$ cat src/rtl/peak_detect.sv
// Peak detector for a filtered sample stream. Finds local maxima above a
// threshold, using a hysteresis margin to reject small ripples, and reports
// each peak's value and index together with a per-frame peak count.
module peak_detect #(
  parameter int unsigned DW    = 12,
  parameter int unsigned IDXW  = 11,
  parameter int unsigned MAXPK = 15
) (
  input  logic            clk,
  input  logic            reset_n,
  input  logic            start_act,
  input  logic            pkd_en,
  input  logic            vald_din,
  input  logic [DW-1:0]   data_in,
  input  logic            frame_end,
  input  logic [DW-1:0]   thresh,
  input  logic [DW-1:0]   hyst,
  output logic [DW-1:0]   peak_val,
  output logic [IDXW-1:0] peak_idx,
  output logic            peak_valid,
  output logic [3:0]      peak_cnt,
  output logic            done,
  output logic            overflow
);

  typedef enum logic [1:0] {StBelow, StTrack, StFall} state_e;

  localparam logic [3:0] MaxPkCnt = 4'(MAXPK);

  state_e          state_q, state_d;
  logic [IDXW-1:0] idx_q, idx_d;
  logic [DW-1:0]   cand_val_q, cand_val_d;
  logic [IDXW-1:0] cand_idx_q, cand_idx_d;
  logic [DW-1:0]   trough_q, trough_d;
  logic [DW-1:0]   peak_val_q, peak_val_d;
  logic [IDXW-1:0] peak_idx_q, peak_idx_d;
  logic            peak_valid_q, peak_valid_d;
  logic [3:0]      peak_cnt_q, peak_cnt_d;
  logic            done_q, done_d;
  logic            overflow_q, overflow_d;

  // Comparisons are done one bit wider so differences never wrap.
  logic [DW:0] sample_x, thresh_x, cand_x, trough_x, heff_x;
  logic        accept;
  logic        emit;

  assign sample_x = {1'b0, data_in};
  assign thresh_x = {1'b0, thresh};
  assign cand_x   = {1'b0, cand_val_q};
  assign trough_x = {1'b0, trough_q};
  // A zero margin would let equal neighbours count as a fall; force at least 1.
  assign heff_x   = (hyst == '0) ? (DW+1)'(1) : {1'b0, hyst};
  assign accept   = vald_din & pkd_en & ~done_q;

  // Next-state: frame control, detection FSM, peak reporting and counting.
  always_comb begin
    state_d      = state_q;
    idx_d        = idx_q;
    cand_val_d   = cand_val_q;
    cand_idx_d   = cand_idx_q;
    trough_d     = trough_q;
    peak_val_d   = peak_val_q;
    peak_idx_d   = peak_idx_q;
    peak_valid_d = 1'b0;
    peak_cnt_d   = peak_cnt_q;
    done_d       = done_q;
    overflow_d   = overflow_q;
    emit         = 1'b0;

    if (start_act) begin
      // Same-cycle sample is dropped; last reported peak is kept.
      state_d    = StBelow;
      idx_d      = '0;
      peak_cnt_d = '0;
      overflow_d = 1'b0;
      done_d     = 1'b0;
    end else if (accept) begin
      if (idx_q != {IDXW{1'b1}}) begin
        idx_d = idx_q + 1'b1;
      end

      unique case (state_q)
        StBelow: begin
          if (sample_x >= thresh_x) begin
            state_d    = StTrack;
            cand_val_d = data_in;
            cand_idx_d = idx_q;
          end
        end
        StTrack: begin
          // Strictly greater so a plateau reports its first sample.
          if (sample_x > cand_x) begin
            cand_val_d = data_in;
            cand_idx_d = idx_q;
          end else if ((cand_x - sample_x) >= heff_x) begin
            emit     = 1'b1;
            trough_d = data_in;
            state_d  = StFall;
          end
        end
        StFall: begin
          if (sample_x < thresh_x) begin
            state_d = StBelow;
          end else if (sample_x < trough_x) begin
            trough_d = data_in;
          end else if ((sample_x - trough_x) >= heff_x) begin
            state_d    = StTrack;
            cand_val_d = data_in;
            cand_idx_d = idx_q;
          end
        end
        default: state_d = StBelow;
      endcase

      if (emit) begin
        peak_valid_d = 1'b1;
        peak_val_d   = cand_val_q;
        peak_idx_d   = cand_idx_q;
        if (peak_cnt_q == MaxPkCnt) begin
          overflow_d = 1'b1;
        end else begin
          peak_cnt_d = peak_cnt_q + 1'b1;
        end
      end

      // Last sample still counts, but an unfinished candidate is dropped.
      if (frame_end) begin
        done_d  = 1'b1;
        state_d = StBelow;
      end
    end
  end

  // State registers with asynchronous active-low reset.
  always_ff @(posedge clk or negedge reset_n) begin
    if (!reset_n) begin
      state_q      <= StBelow;
      idx_q        <= '0;
      cand_val_q   <= '0;
      cand_idx_q   <= '0;
      trough_q     <= '0;
      peak_val_q   <= '0;
      peak_idx_q   <= '0;
      peak_valid_q <= 1'b0;
      peak_cnt_q   <= '0;
      done_q       <= 1'b0;
      overflow_q   <= 1'b0;
    end else begin
      state_q      <= state_d;
      idx_q        <= idx_d;
      cand_val_q   <= cand_val_d;
      cand_idx_q   <= cand_idx_d;
      trough_q     <= trough_d;
      peak_val_q   <= peak_val_d;
      peak_idx_q   <= peak_idx_d;
      peak_valid_q <= peak_valid_d;
      peak_cnt_q   <= peak_cnt_d;
      done_q       <= done_d;
      overflow_q   <= overflow_d;
    end
  end

  assign peak_val   = peak_val_q;
  assign peak_idx   = peak_idx_q;
  assign peak_valid = peak_valid_q;
  assign peak_cnt   = peak_cnt_q;
  assign done       = done_q;
  assign overflow   = overflow_q;

endmodule
$ cat config.mk
export PLATFORM = sky130hd
export DESIGN_NAME = peak_detect
export DESIGN_NICKNAME = d
export VERILOG_FILES = /design/src/rtl/peak_detect.sv
export SDC_FILE = /design/constraint.sdc
export NUM_CORES = 1
export LEC_CHECK = 0
export ABC_CLOCK_PERIOD_IN_PS = 7860
export CAP_MARGIN = 5
export CORE_MARGIN = 2
export CORE_UTILIZATION = 58
export DETAILED_ROUTE_END_ITERATION = 10
export PLACE_DENSITY = 0.87
export RECOVER_POWER = 25
export SLEW_MARGIN = 25
export SYNTH_ARGS = -nofsm -noshare
export SYNTH_HDL_FRONTEND = slang
export SYNTH_SLANG_ARGS = --single-unit
$ cat constraint.sdc
create_clock -name clk -period 7.86 [get_ports clk]
set_input_delay 1.572 -clock clk [delete_from_list [all_inputs] [get_ports clk]]
set_output_delay 1.572 -clock clk [all_outputs]
set_load 0.02 [all_outputs]
==> results.md, run 1 <==
- Antenna viol nets, final: 0
- Final HPWL DP: 9.41 mm
- Post-route setup slack: 1.72 ns
- Worst-Margin Slew: 4.11 ns
- Largest net degree at the start of global routing: 79
- Finish-stage setup viols: 0
- CP Capture Type: flip-flop
- CTS buffer count: 9
- Tcrit/Tclk final: 0.781
- Slew Viols, Final: 79
- Critical Setup Path Class: in -> reg
- Sequential fraction of the synthesis area: 0.363
- Critical Path RT: 8.12 ns
- Mux cell area share after synthesis: 0.137
- Initial antenna violation count: 0
- H-tree levels: 3
- Syn_area_per_cell: 10.4 um2
- Critical Path Start Type: input pin
- Vias in the first global route: 4338
- Area share of the largest cell type after synthesis: 0.363
- Final Hold Fails: 0
- Core area: 0.00911 mm2
- XOR/XNOR Fraction of Synth Area: 0.0358
- Post-synth top area cell: dfrtp_1
- Area Overhead vs Synth: 18.5%
- HP Class: reg -> reg
- Cell variety after synth: 64
- Synth top cells by count: dfrtp_1, ha_1, inv_1
- Ranking of synthesized cells by area: dfrtp_1, ha_1, mux2_2
- Initial Util: 0.591
- Total gr overflow: 0
- P_leak: 3.23 nW
- Slew headroom: -1.74
- Die H: 100 um
- Nets: 698
- Post-layout min period: 6.14 ns
- Net Count, Synth: 622
- Design area: 0.00637 mm2
- Clk sinks: 78
- Vias: 4235
- Failing checks: max-capacitance violations, max-slew violations
- IO Pins: 72
- Clock Tree Root: clkbuf_8
- Clock transition at the registers of the reported paths: 0.09 ns
- Clock Latency Late Sink: 0.37 ns
- Maximum clock rate: 0.163 GHz
- Post-Synthesis Cells: 516
- PwrDens: 202 mW/mm2
- Number of synthesized flops with an enable pin: 0
- Antenna fix cells: 0
- Reg-to-reg slack, setup: 3.15 ns
- GPL Wtd Cong: 0.937
- Die X: 100 um
- Compound-cell area share of the yosys netlist: 0.152
- Post-synth ARST share: 1.00
- Setup TNS: 0 ns
- Yosys warnings: 0
- First-pass GRT wire length: 20.4 mm
- TritonCTS clock tree: yes
- Drt first-iter violations: 247
- Power, Total: 1.29 mW
- Global Route Usage Sum: 0.257
- Outcome: complete, but fails checks
- Hold slack: 0.511 ns
- Clk buf depth: 2
- Vias/cell: 5.98
- Netlist Area Pre-Place: 0.00538 mm2
- Post-Place Cell Area: 0.00618 mm2
- 1st-pass router iterations: 4
- Largest family of logic cells by synthesized area: compound AO/OA/AOI/OAI gates
- Count leader, synth: dfrtp_1
- RSZ-0062 raised after global routing: no
- Number of post-CTS setup repair buffers: 0
- Site Rows: 35
- CTS Hold Bufs: 0
- PortBufs: 71
- Post-Synth Adder-Cell Area: 0.152
- FF+latch count, synth: 78
- Critical Path Fanout Max: 12
- Simple-gate share of the synthesized area: 0.111
- DR DRC count: 0
- Setup slack at placement: 1.41 ns
- Ratio of cells with drive above 1 in the final layout: 0.132
- Worst EP arrival: 6.40 ns
- Prevailing post-synth register cell: dfrtp_1
- Die area: 0.0101 mm2
- Total Wirelength: 12.4 mm
- CTS resizes: 0
- Worst vdd ir: 138 uV
- Clk_skew: 0.0112 ns
- Max-Cap Viols: 1
- Wire length per cell: 17.4 um
==> registers in the layout, summed over array words and instances (netlist names), 2 cells and up <==
register and flops:
peak_cnt 4, peak_val 12, state_q 2, peak_idx 11, cand_idx_q 11, cand_val_q 12
trough_q 12, idx_q 11
==> cell type report <==
class	count	area, um2
Sequential cell	78	1950
Fill cell	655	2740
Timing Repair Buffer	73	719
Inverter	56	210
Tap cell	111	139
Clock inverter	7	71.3
Clock buffer	9	124
Multi-Input combinational cell	374	3160
==> per-layer routing <==
metal  vias to the layer above  global-route usage  wire length (um)
met4                         0               0.111               346
met5                         -                   0                 0
met1                      2030               0.321              5230
met3                        33              0.0494               651
met2                       138               0.435              6130
li1                       2034                   -                 -
==> cell families (layout without fill, tap and decap cells) <==
family          count (synthesis)  in the layout
compound gates                114            114
simple gates                  113            113
flops                          78             78
fa+ha+maj                      64             64
buf+inv                        64            145
mux                            61             61
xor+xnor                       22             22
==> path summary, 6_finish.rpt <==
kind                                     from       endpoint  cells past startpoint
min in group asynchronous             reset_n    trough_q[6]                      1
max in group asynchronous             reset_n  cand_val_q[0]                      1
worst max register to register  cand_val_q[0]    trough_q[0]                     17
worst min-delay path              peak_val[3]    peak_val[3]                      1
worst min register to register    peak_val[3]    peak_val[3]                      1
worst max-delay path               data_in[2]    trough_q[0]                     17
==> cells in the final DEF (no fill, tap or decap), types with 10 or more instances in the layout <==
master and count:
dfrtp_1 78, o21ai_0 11, mux2_2 27, inv_1 56
mux2i_1 15, xnor2_1 14, ha_1 62, clkdlybuf4s50_1 70
o21a_1 10, mux2_4 18, a21o_1 12, nand2_1 13
a21oi_1 24, nor2_1 40
==> power breakdown <==
group | internal (mW) | switching (mW)
Combinational | 0.241 | 0.276
Clock | 0.126 | 0.180
Sequential | 0.435 | 0.0276
==> critical path, stage by stage <==
cell and delay, ns:
clkdlybuf4s50_1 0.55, inv_1 0.08, ha_1 0.35, nor2b_1 0.17, o31a_1 0.26, o21ai_1 0.24, a21oi_1 0.13, o21a_1 0.20
or4_1 0.39, o311ai_0 0.13, ha_1 0.33, a21o_1 0.16, a21oi_1 0.15, o41ai_1 0.15, o311a_1 0.43, o21ai_2 0.70
mux2_1 0.38
==> through the flow <==
stage               utilization  instances
floorplan                     -        516
CTS                       0.700        708
global route              0.700        708
global placement          0.679        692
finish                    0.700        708
detailed placement        0.679        692
Note: power is estimated with default switching activity, not from simulation.
==> run 2: changes to the inputs <==
--- a/config.mk
+++ b/config.mk
@@ -5,12 +5,12 @@
 export SDC_FILE = /design/constraint.sdc
 export NUM_CORES = 1
 export LEC_CHECK = 0
-export ABC_CLOCK_PERIOD_IN_PS = 7860
+export ABC_CLOCK_PERIOD_IN_PS = 5300
 export CAP_MARGIN = 5
 export CORE_MARGIN = 2
-export CORE_UTILIZATION = 58
+export CORE_UTILIZATION = 51
 export DETAILED_ROUTE_END_ITERATION = 10
-export PLACE_DENSITY = 0.87
+export PLACE_DENSITY = 0.81
 export RECOVER_POWER = 25
 export SLEW_MARGIN = 25
 export SYNTH_ARGS = -nofsm -noshare
==> constraint.sdc (replaced) <==
create_clock -name clk -period 5.3 [get_ports clk]
set_input_delay 1.06 -clock clk [delete_from_list [all_inputs] [get_ports clk]]
set_output_delay 1.06 -clock clk [all_outputs]
set_load 0.02 [all_outputs]
==> run 2 against run 1 <==
Against the previous run:
- the run still ends with max-capacitance violations, max-slew violations left
- cell area is 4.4% higher
- utilization fell by 5.2 points
- sequential share of layout area shrank 1.3 points
- cell count increased by 7.2%
- worst hold slack lost 0.0014 ns
- sequential power grew 49%
- critical endpoint is now peak_idx[1]
- largest power group unchanged
- highest routed layer unchanged
==> results.md, run 2 (synthesis gave the netlist of run 1 again) <==
- Outcome: complete, but fails checks (unchanged)
- Failing checks: max-capacitance violations, max-slew violations (unchanged)
- Register area: 0.00195 mm2 (unchanged)
- Final Hold Fails: 0 (unchanged)
- Slowest cell on the critical path: clkdlybuf4s50_1 (was o21ai_2)
- Post-layout min period: 5.12 ns
- Hold Path Origin: cand_idx_q[10] (was peak_val[3])
- Largest net degree at the start of global routing: 79 (unchanged)
- CTS resizes: 0 (unchanged)
- CTS buffer count: 9 (unchanged)
- H-tree levels: 3 (unchanged)
- PortBufs: 71 (unchanged)
- Worst vdd ir: 170 uV (was 138 uV)
- IO Pins: 72 (unchanged)
- DR DRC count: 0 (unchanged)
- PwrDens: 297 mW/mm2 (was 202 mW/mm2)
- Post-Place Cell Area: 0.00644 mm2 (was 0.00618 mm2)
- Cells on Worst Hold Path: 1 (unchanged)
- Setup TNS: 0 ns (unchanged)
- Die X: 107 um (was 100 um)
- Delay-heaviest family, CP: compound AO/OA/AOI/OAI gates (unchanged)
- Wire length per cell: 17.3 um (was 17.4 um)
- Critical Setup Path Class: in -> reg (unchanged)
- Antenna viol nets, final: 0 (unchanged)
- Vias: 4317 (was 4235)
- Slew headroom: -1.76 (was -1.74)
- Commonest non-fill, non-tap cell in the layout: dfrtp_1 (unchanged)
- Clock transition at the registers of the reported paths: 0.08 ns (was 0.09 ns)
- Clock Tree Root: clkbuf_8 (unchanged)
- Clk_skew: 0.0124 ns (was 0.0112 ns)
- Max-Cap Viols: 1 (unchanged)
- DR top layer: met4 (unchanged)
- R2R Path End: peak_idx[1] (was trough_q[0])
- Clk sinks: 78 (unchanged)
- Placed insts: 744 (was 692)
- RSZ-0062 raised after global routing: no (unchanged)
- Fillers: 818 (was 655)
- Final instance count without filler cells: 759 (was 708)
- Nets: 725 (was 698)
- Cells on worst reg2reg path: 19 (was 17)
- P_leak: 3.37 nW (was 3.23 nW)
- CP Capture Type: flip-flop (unchanged)
- GPL Wtd Cong: 0.862 (was 0.937)
- 1st-pass router iterations: 4 (unchanged)
- Tcrit/Tclk final: 0.966
- Finish-stage setup viols: 0 (unchanged)
- Critical Path Start Type: input pin (unchanged)
- TritonCTS clock tree: yes (unchanged)
- Antenna fix cells: 0 (unchanged)
- CTS Hold Bufs: 0 (unchanged)
- RR Startpoint: cand_val_q[0] (unchanged)
- Power, Total: 1.98 mW (was 1.29 mW)
- Clk buf depth: 2 (unchanged)
- Site Rows: 37 (was 35)
- Vias/cell: 5.69 (was 5.98)
- End of the worst hold path: peak_idx[10] (was peak_val[3])
- Critical Path Fanout Max: 24 (was 12)
- Worst EP arrival: 5.36 ns (was 6.40 ns)
- Most frequent cells in the layout: dfrtp_1, clkdlybuf4s50_1, ha_1, inv_1, nor2_1 (unchanged)
- Initial antenna violation count: 0 (unchanged)
- Total Wirelength: 13.2 mm (was 12.4 mm)
- Worst-Margin Slew: 4.14 ns (was 4.11 ns)
- Clock Latency Late Sink: 0.35 ns (was 0.37 ns)
- Crit path cell chain: clkdlybuf4s50_1, ha_1, fa_1, nor2b_1, o31a_1, o21ai_1, a21oi_1, o21a_1, or4_1, o311ai_0, ha_1, a21o_1, a21oi_1, o41ai_1, buf_4, o311a_1, nand2_2, buf_12, mux2_2 (was clkdlybuf4s50_1, inv_1, ha_1, nor2b_1, o31a_1, o21ai_1, a21oi_1, o21a_1, or4_1, o311ai_0, ha_1, a21o_1, a21oi_1, o41ai_1, o311a_1, o21ai_2, mux2_1)
- Ratio of cells with drive above 1 in the final layout: 0.169 (was 0.132)
- Vias in the first global route: 4384 (was 4338)
- Total gr overflow: 0 (unchanged)
- CP max stage delay: 0.55 ns (was 0.70 ns)
- Critical Path RT: 5.54 ns (was 8.12 ns)
- Drt first-iter violations: 234 (was 247)
- Die area: 0.0114 mm2 (was 0.0101 mm2)
- Global Route Usage Sum: 0.238 (was 0.257)
- Die H: 107 um (was 100 um)
- Slew Viols, Final: 79 (unchanged)
- HP Class: reg -> reg (unchanged)
- Routed met1 length: 5.71 mm (was 5.23 mm)
- Number of post-CTS setup repair buffers: 0 (unchanged)
- Final HPWL DP: 10.2 mm (was 9.41 mm)
- Routed wl met3: 662 um (was 651 um)
- Area Overhead vs Synth: 23.7% (was 18.5%)
- Maximum clock rate: 0.195 GHz
- Multi-input logic area: 0.00316 mm2 (about the same)
- Hold slack: 0.510 ns (was 0.511 ns)
- Initial Util: 0.523 (was 0.591)
- Worst path buffer plus inverter count: 3 (was 2)
- Reg-to-reg slack, setup: 0.97 ns (was 3.15 ns)
- First-pass GRT wire length: 21.3 mm (was 20.4 mm)
- Core area: 0.0103 mm2 (was 0.00911 mm2)
- Design area: 0.00666 mm2 (was 0.00637 mm2)
- WL met2: 6.53 mm (was 6.13 mm)
## run 2: worst max-delay path by stage
stage	from	endpoint	slack, ns	cells past startpoint
after global routing	reset_n	state_q[1]	0.02	1
after floorplan	data_in[2]	peak_idx[2]	0.69	17
final	data_in[0]	peak_idx[1]	0.18	19
after detailed placement	data_in[0]	trough_q[10]	-0.13	19
after global placement	data_in[1]	cand_val_q[3]	0.02	16
after CTS	data_in[0]	trough_q[10]	0.22	19
## run 2: where the power goes
part / switching [mW] / total (mW) / internal (mW)
Combinational: 0.419 / 0.805 / 0.386
Clock: 0.222 / 0.484 / 0.262
Sequential: 0.0448 / 0.690 / 0.645
Total: 0.685 / 1.98 / 1.29
## run 2: final cells by class
cell class                      instances  share of cell area
Inverter                               56              0.0316
Clock buffer                            9              0.0186
Multi-Input combinational cell        374               0.475
Timing Repair Buffer                  100               0.142
Clock inverter                          6              0.0132
Tap cell                              136              0.0256
Sequential cell                        78               0.293
## run 2: worst register-to-register path, cell delays in order (launching register included)
cell      delay, ns
dfrtp_1        0.38
inv_1          0.10
ha_1           0.21
fa_1           0.24
nor2b_1        0.07
o31a_1         0.25
o21ai_1        0.17
a21oi_1        0.11
o21a_1         0.20
or4_1          0.41
o311ai_0       0.14
ha_1           0.32
a21o_1         0.16
a21oi_1        0.15
o41ai_1        0.10
buf_4          0.15
o311a_1        0.40
nand2_2        0.12
buf_12         0.18
mux2_2         0.36
## run 2: stage by stage
stage	setup WS, ns	utilization
2_1_floorplan	0.688	-
3_3_place_gp	0.0189	0.627
3_5_place_dp	-0.133	0.627
4_1_cts	0.218	0.647
5_1_grt	0.0178	0.648
6_report	0.180	0.648
## run 2: per-layer routing
metal,GRT usage,vias up
met1,0.303,2086
met2,0.411,126
met5,0,-
met4,0.0640,0
li1,-,2082
met3,0.0492,23
==> RTL edit 1, RTL diff (config.mk and constraints of run 2) <==
The 3 states of `state_e` get a one-hot encoding in 3 bits.
--- a/src/rtl/peak_detect.sv
+++ b/src/rtl/peak_detect.sv
@@ -23,7 +23,7 @@
   output logic            overflow
 );
 
-  typedef enum logic [1:0] {StBelow, StTrack, StFall} state_e;
+  typedef enum logic [2:0] {StBelow = 3'b001, StTrack = 3'b010, StFall = 3'b100} state_e;
 
   localparam logic [3:0] MaxPkCnt = 4'(MAXPK);
 
Function: same outputs for any inputs over 4 cycles, from zero or initial values and one cycle with reset_n low; so few cycles prove little.
==> RTL edit 1 against run 2 <==
  * The flow still finishes with violations (capacitance limit, slew limit)
  * Utilization up 1.0 points
  * Design area up 1.6%
  * Power up 0.14%
  * Sequential cell count up 1
  * Setup slack better by 0.014 ns
  * Sequential share of layout area down 0.078 points
  * Routed wire length down 2.8%
  * Area after synthesis up 0.12%
  * Largest cell class unchanged
  * Highest routed layer unchanged
==> RTL edit 1: results (changes against run 2) <==
- Dpl hpwl: 9890 um (-2.9%)
- Worst-Margin Slew: 3.55 ns (-0.588 ns)
- Vias: 4446 (+3.0%)
- P_leak: 3.23 nW (-4.3%)
- Hold_sp: trough_q[11]
- Crit path max fanout: 4 (-83%)
- Pre-CTS setup slack: -0.347 ns (-0.214 ns)
- Gr usage total: 23.4% (-0.34 points)
- Layout cells sized above 1: 16.9% (+0.043 points)
- Syn Inst Count: 544 (+5.4%)
- Top post-synthesis cells by area: dfrtp_1 36%, ha_1 14%, mux2_2 8.4%
- Vias in the first global route: 4576 (+4.4%)
- Slew Viols, Final: 80 (+1.3%)
- Post-Syn Nets: 650 (+4.5%)
- DRT iter0 DRCs: 194 (-17%)
- Max_cap viols: 1 (unchanged)
- Largest net degree at the start of global routing: 80 (+1.3%)
- R2R Setup Slk: 1.04 ns (+0.07 ns)
- Routed met1 length: 5510 um (-3.5%)
- Hold Path Sink: trough_q[11]
- Met3 routed WL: 593 um (-10%)
- Failing checks: capacitance limit, slew limit
- CP startpoint: data_in[1]
- Global-route wire length before repair: 21400 um (+0.42%)
- Layout Skew: 0.0145 ns (+0.00205 ns)
- First-pass DRT Iterations: 5 (+1)
- Status: finished, violations left
- Cells after DPL: 766 (+3.0%)
- CP arrival: 5.34 ns (-0.02 ns)
- Max stage delay on crit path: 0.52 ns (-0.03 ns)
- WHS: 0.489 ns (-0.0212 ns)
- VDD IR max: 0.000169 V (-0.38%)
- Layout net count: 752 (+3.7%)
-- RTL edit 1: changes by cell type in the layout (fill, tap and decap cells not counted), moves of 6 or more --
cell	before	now
mux2_4	18	0
o21ai_0	11	29
nand2_1	13	30
mux2_2	27	40
mux2i_1	15	5
a211oi_1	2	8
-- RTL edit 1: final cells by class --
| type | count | area (sq um) |
|---|---|---|
| Sequential cell | 79 | 1980 |
| Timing Repair Buffer | 103 | 996 |
| Tap cell | 136 | 170 |
| Clock buffer | 13 | 149 |
| Inverter | 56 | 210 |
| Clock inverter | 3 | 90.1 |
| Fill cell | 834 | 3510 |
| Multi-Input combinational cell | 397 | 3170 |
-- RTL edit 1: how the worst max path moves through the flow --
stage              endpoint  slack (ns)  cells past startpoint
6_report        peak_cnt[3]        0.19                     20
4_1_cts         peak_cnt[3]        0.07                     20
3_3_place_gp   peak_val[10]       -0.19                     20
5_1_grt         peak_cnt[3]       -0.02                     22
3_5_place_dp    peak_val[5]       -0.35                     20
2_1_floorplan   peak_idx[4]        0.65                     19
-- RTL edit 1: timing repair --
item                                    in CTS  in global routing
pin swaps                                    0                  4
buffers inserted                             0                  4
hold endpoints to repair                     0                  0
endpoints found under the setup margin      20                 59
gates resized for setup                      1                 13
-- RTL edit 1: worst register-to-register path: stages (launching register included) --
cell      delay (ns)
dfrtp_1         0.37
inv_1           0.10
ha_2            0.22
fa_2            0.25
nor2b_4         0.05
o31a_4          0.27
o21ba_2         0.23
o21ai_1         0.11
nand2b_1        0.09
a21o_1          0.21
a21oi_2         0.16
xnor2_1         0.12
ha_1            0.33
o21a_1          0.13
o21ai_1         0.07
a21oi_1         0.16
a211oi_2        0.06
buf_4           0.16
a211oi_4        0.30
nor3b_4         0.28
nand4_1         0.13
mux2_1          0.33
-- RTL edit 1: power by group --
group,internal [mW],switching (mW),leakage [nW]
clock,0.327,0.211,0.118
combinational,0.361,0.401,2.04
sequential,0.643,0.0392,1.07
-- RTL edit 1: cell families (layout without fill, tap and decap cells) --
| group | Yosys count | in the layout | synth area share (%) |
|---|---|---|---|
| buf+inv | 68 | 175 | 5.25 |
| compound gates | 128 | 128 | 16.1 |
| simple gates | 131 | 131 | 12.5 |
| flops | 79 | 79 | 36.7 |
| mux | 49 | 49 | 10.1 |
| xor+xnor | 25 | 25 | 4.07 |
| fa+ha+maj | 64 | 64 | 15.1 |
-- RTL edit 1: through the flow --
stage	total power, mW	cell area, sq um
6_report	1.98	6760
5_1_grt	2.11	6760
4_1_cts	1.95	6680
3_5_place_dp	1.40	6440
3_3_place_gp	1.35	6440
2_1_floorplan	1.17	5390
-- RTL edit 1: per-layer routing --
metal / global-route usage [%] / vias to the layer above
met4: 7.51 / 0
met2: 40.7 / 130
met5: 0 / -
met1: 29.6 / 2137
met3: 4.26 / 34
li1: - / 2145
==> RTL edit 2, RTL diff (config.mk and constraints of run 2) <==
Made on the original files. Change the parameter `DW` from 12 to 18.
--- a/src/rtl/peak_detect.sv
+++ b/src/rtl/peak_detect.sv
@@ -2,7 +2,7 @@
 // threshold, using a hysteresis margin to reject small ripples, and reports
 // each peak's value and index together with a per-frame peak count.
 module peak_detect #(
-  parameter int unsigned DW    = 12,
+  parameter int unsigned DW    = 18,
   parameter int unsigned IDXW  = 11,
   parameter int unsigned MAXPK = 15
 ) (
Interface: changed (resized data_in, hyst, peak_val and thresh); port bits go from 72 to 96. The function was not compared with the original's and may differ.
==> RTL edit 2 against run 2 <==
  * The run still ends with capacitance limit, slew limit left
  * Sequential cell count rose by 18
  * Via count rose by 51%
  * Design area rose by 43%
  * Critical path type unchanged
  * Count of clock-buffer cells in the layout did not move
  * Setup slack got worse by 0.061 ns
  * Area after synthesis rose by 34%
  * Routed wire length rose by 55%
  * Die area rose by 32%
  * Maximum frequency fell by 1.2%
  * Power rose by 99%
==> RTL edit 2: results (changes against run 2) <==
- Largest net degree at the start of global routing: 51 (-35%)
- Crit path max fanout: 5 (-79%)
- Cells on worst reg2reg path: 21 (+2)
- Post-synthesis adder-cell area fraction: 16.6% (+1.4 points)
- Max_cap viols: 1 (unchanged)
- CP endpoint: cand_idx_q[3]
- Mux cell area share after synthesis: 7.35% (-6.3 points)
- Post-Syn Nets: 932 (+50%)
- Max-slew headroom: -69.9% (+110 points)
- CP arrival: 5.41 ns (+0.05 ns)
- Met2 routed WL: 9640 um (+48%)
- DRT iter0 DRCs: 453 (+94%)
- Routed met1 length: 8850 um (+55%)
- P_leak: 4.79 nW (+42%)
- Slew Viols, Final: 48 (-39%)
- Met1 track demand over resource: 36.3% (+6.0 points)
- Complex-gate fraction of the synthesized area: 17.9% (+2.7 points)
- Layout cells sized above 1: 18.4% (+1.5 points)
- Failing checks: capacitance limit, slew limit
- Post-synthesis xor/xnor area fraction: 4.88% (+1.3 points)
- Status: finished, violations left
- First-pass DRT Iterations: 5 (+1)
- FP Rows: 43 (+16%)
- Gr usage total: 26.7% (+3.0 points)
- WL final: 20300 um (+55%)
- Layout Skew: 0.00892 ns (-0.00351 ns)
- Sequential Area: 2400 sq um (+23%)
- Hold Path Sink: peak_val[14]
- Port bufs: 95 (+34%)
- Nonclk inv count: 82 (+46%)
- Post-synthesis sequential area ratio: 33.4% (-2.8 points)
- Multi-input logic portion of the cell area: 47.5% (about the same)
-- RTL edit 2: cell count changes after synthesis, moves of 9 or more --
cell	before	now
nand2_1	13	89
ha_1	62	92
inv_1	56	82
a21oi_1	24	45
o21ai_0	11	30
dfrtp_1	78	96
mux2_4	18	0
o22ai_1	1	19
nor2_1	40	55
xnor2_1	14	29
o22ai_2	0	10
mux2_1	1	10
-- RTL edit 2: stage by stage --
| step | setup TNS, ns | power [mW] | hold WS (ns) | setup slack, ns |
|---|---|---|---|---|
| after detailed placement | -20.34 | 3.10 | 0.483 | -0.357 |
| after global placement | -15.92 | 3.03 | 0.472 | -0.295 |
| after CTS | 0 | 3.80 | 0.503 | 0.0287 |
| after floorplan | 0 | 2.31 | 0.468 | 0.613 |
| after global routing | -0.0610 | 4.20 | 0.517 | -0.0173 |
| final | 0 | 3.94 | 0.497 | 0.119 |
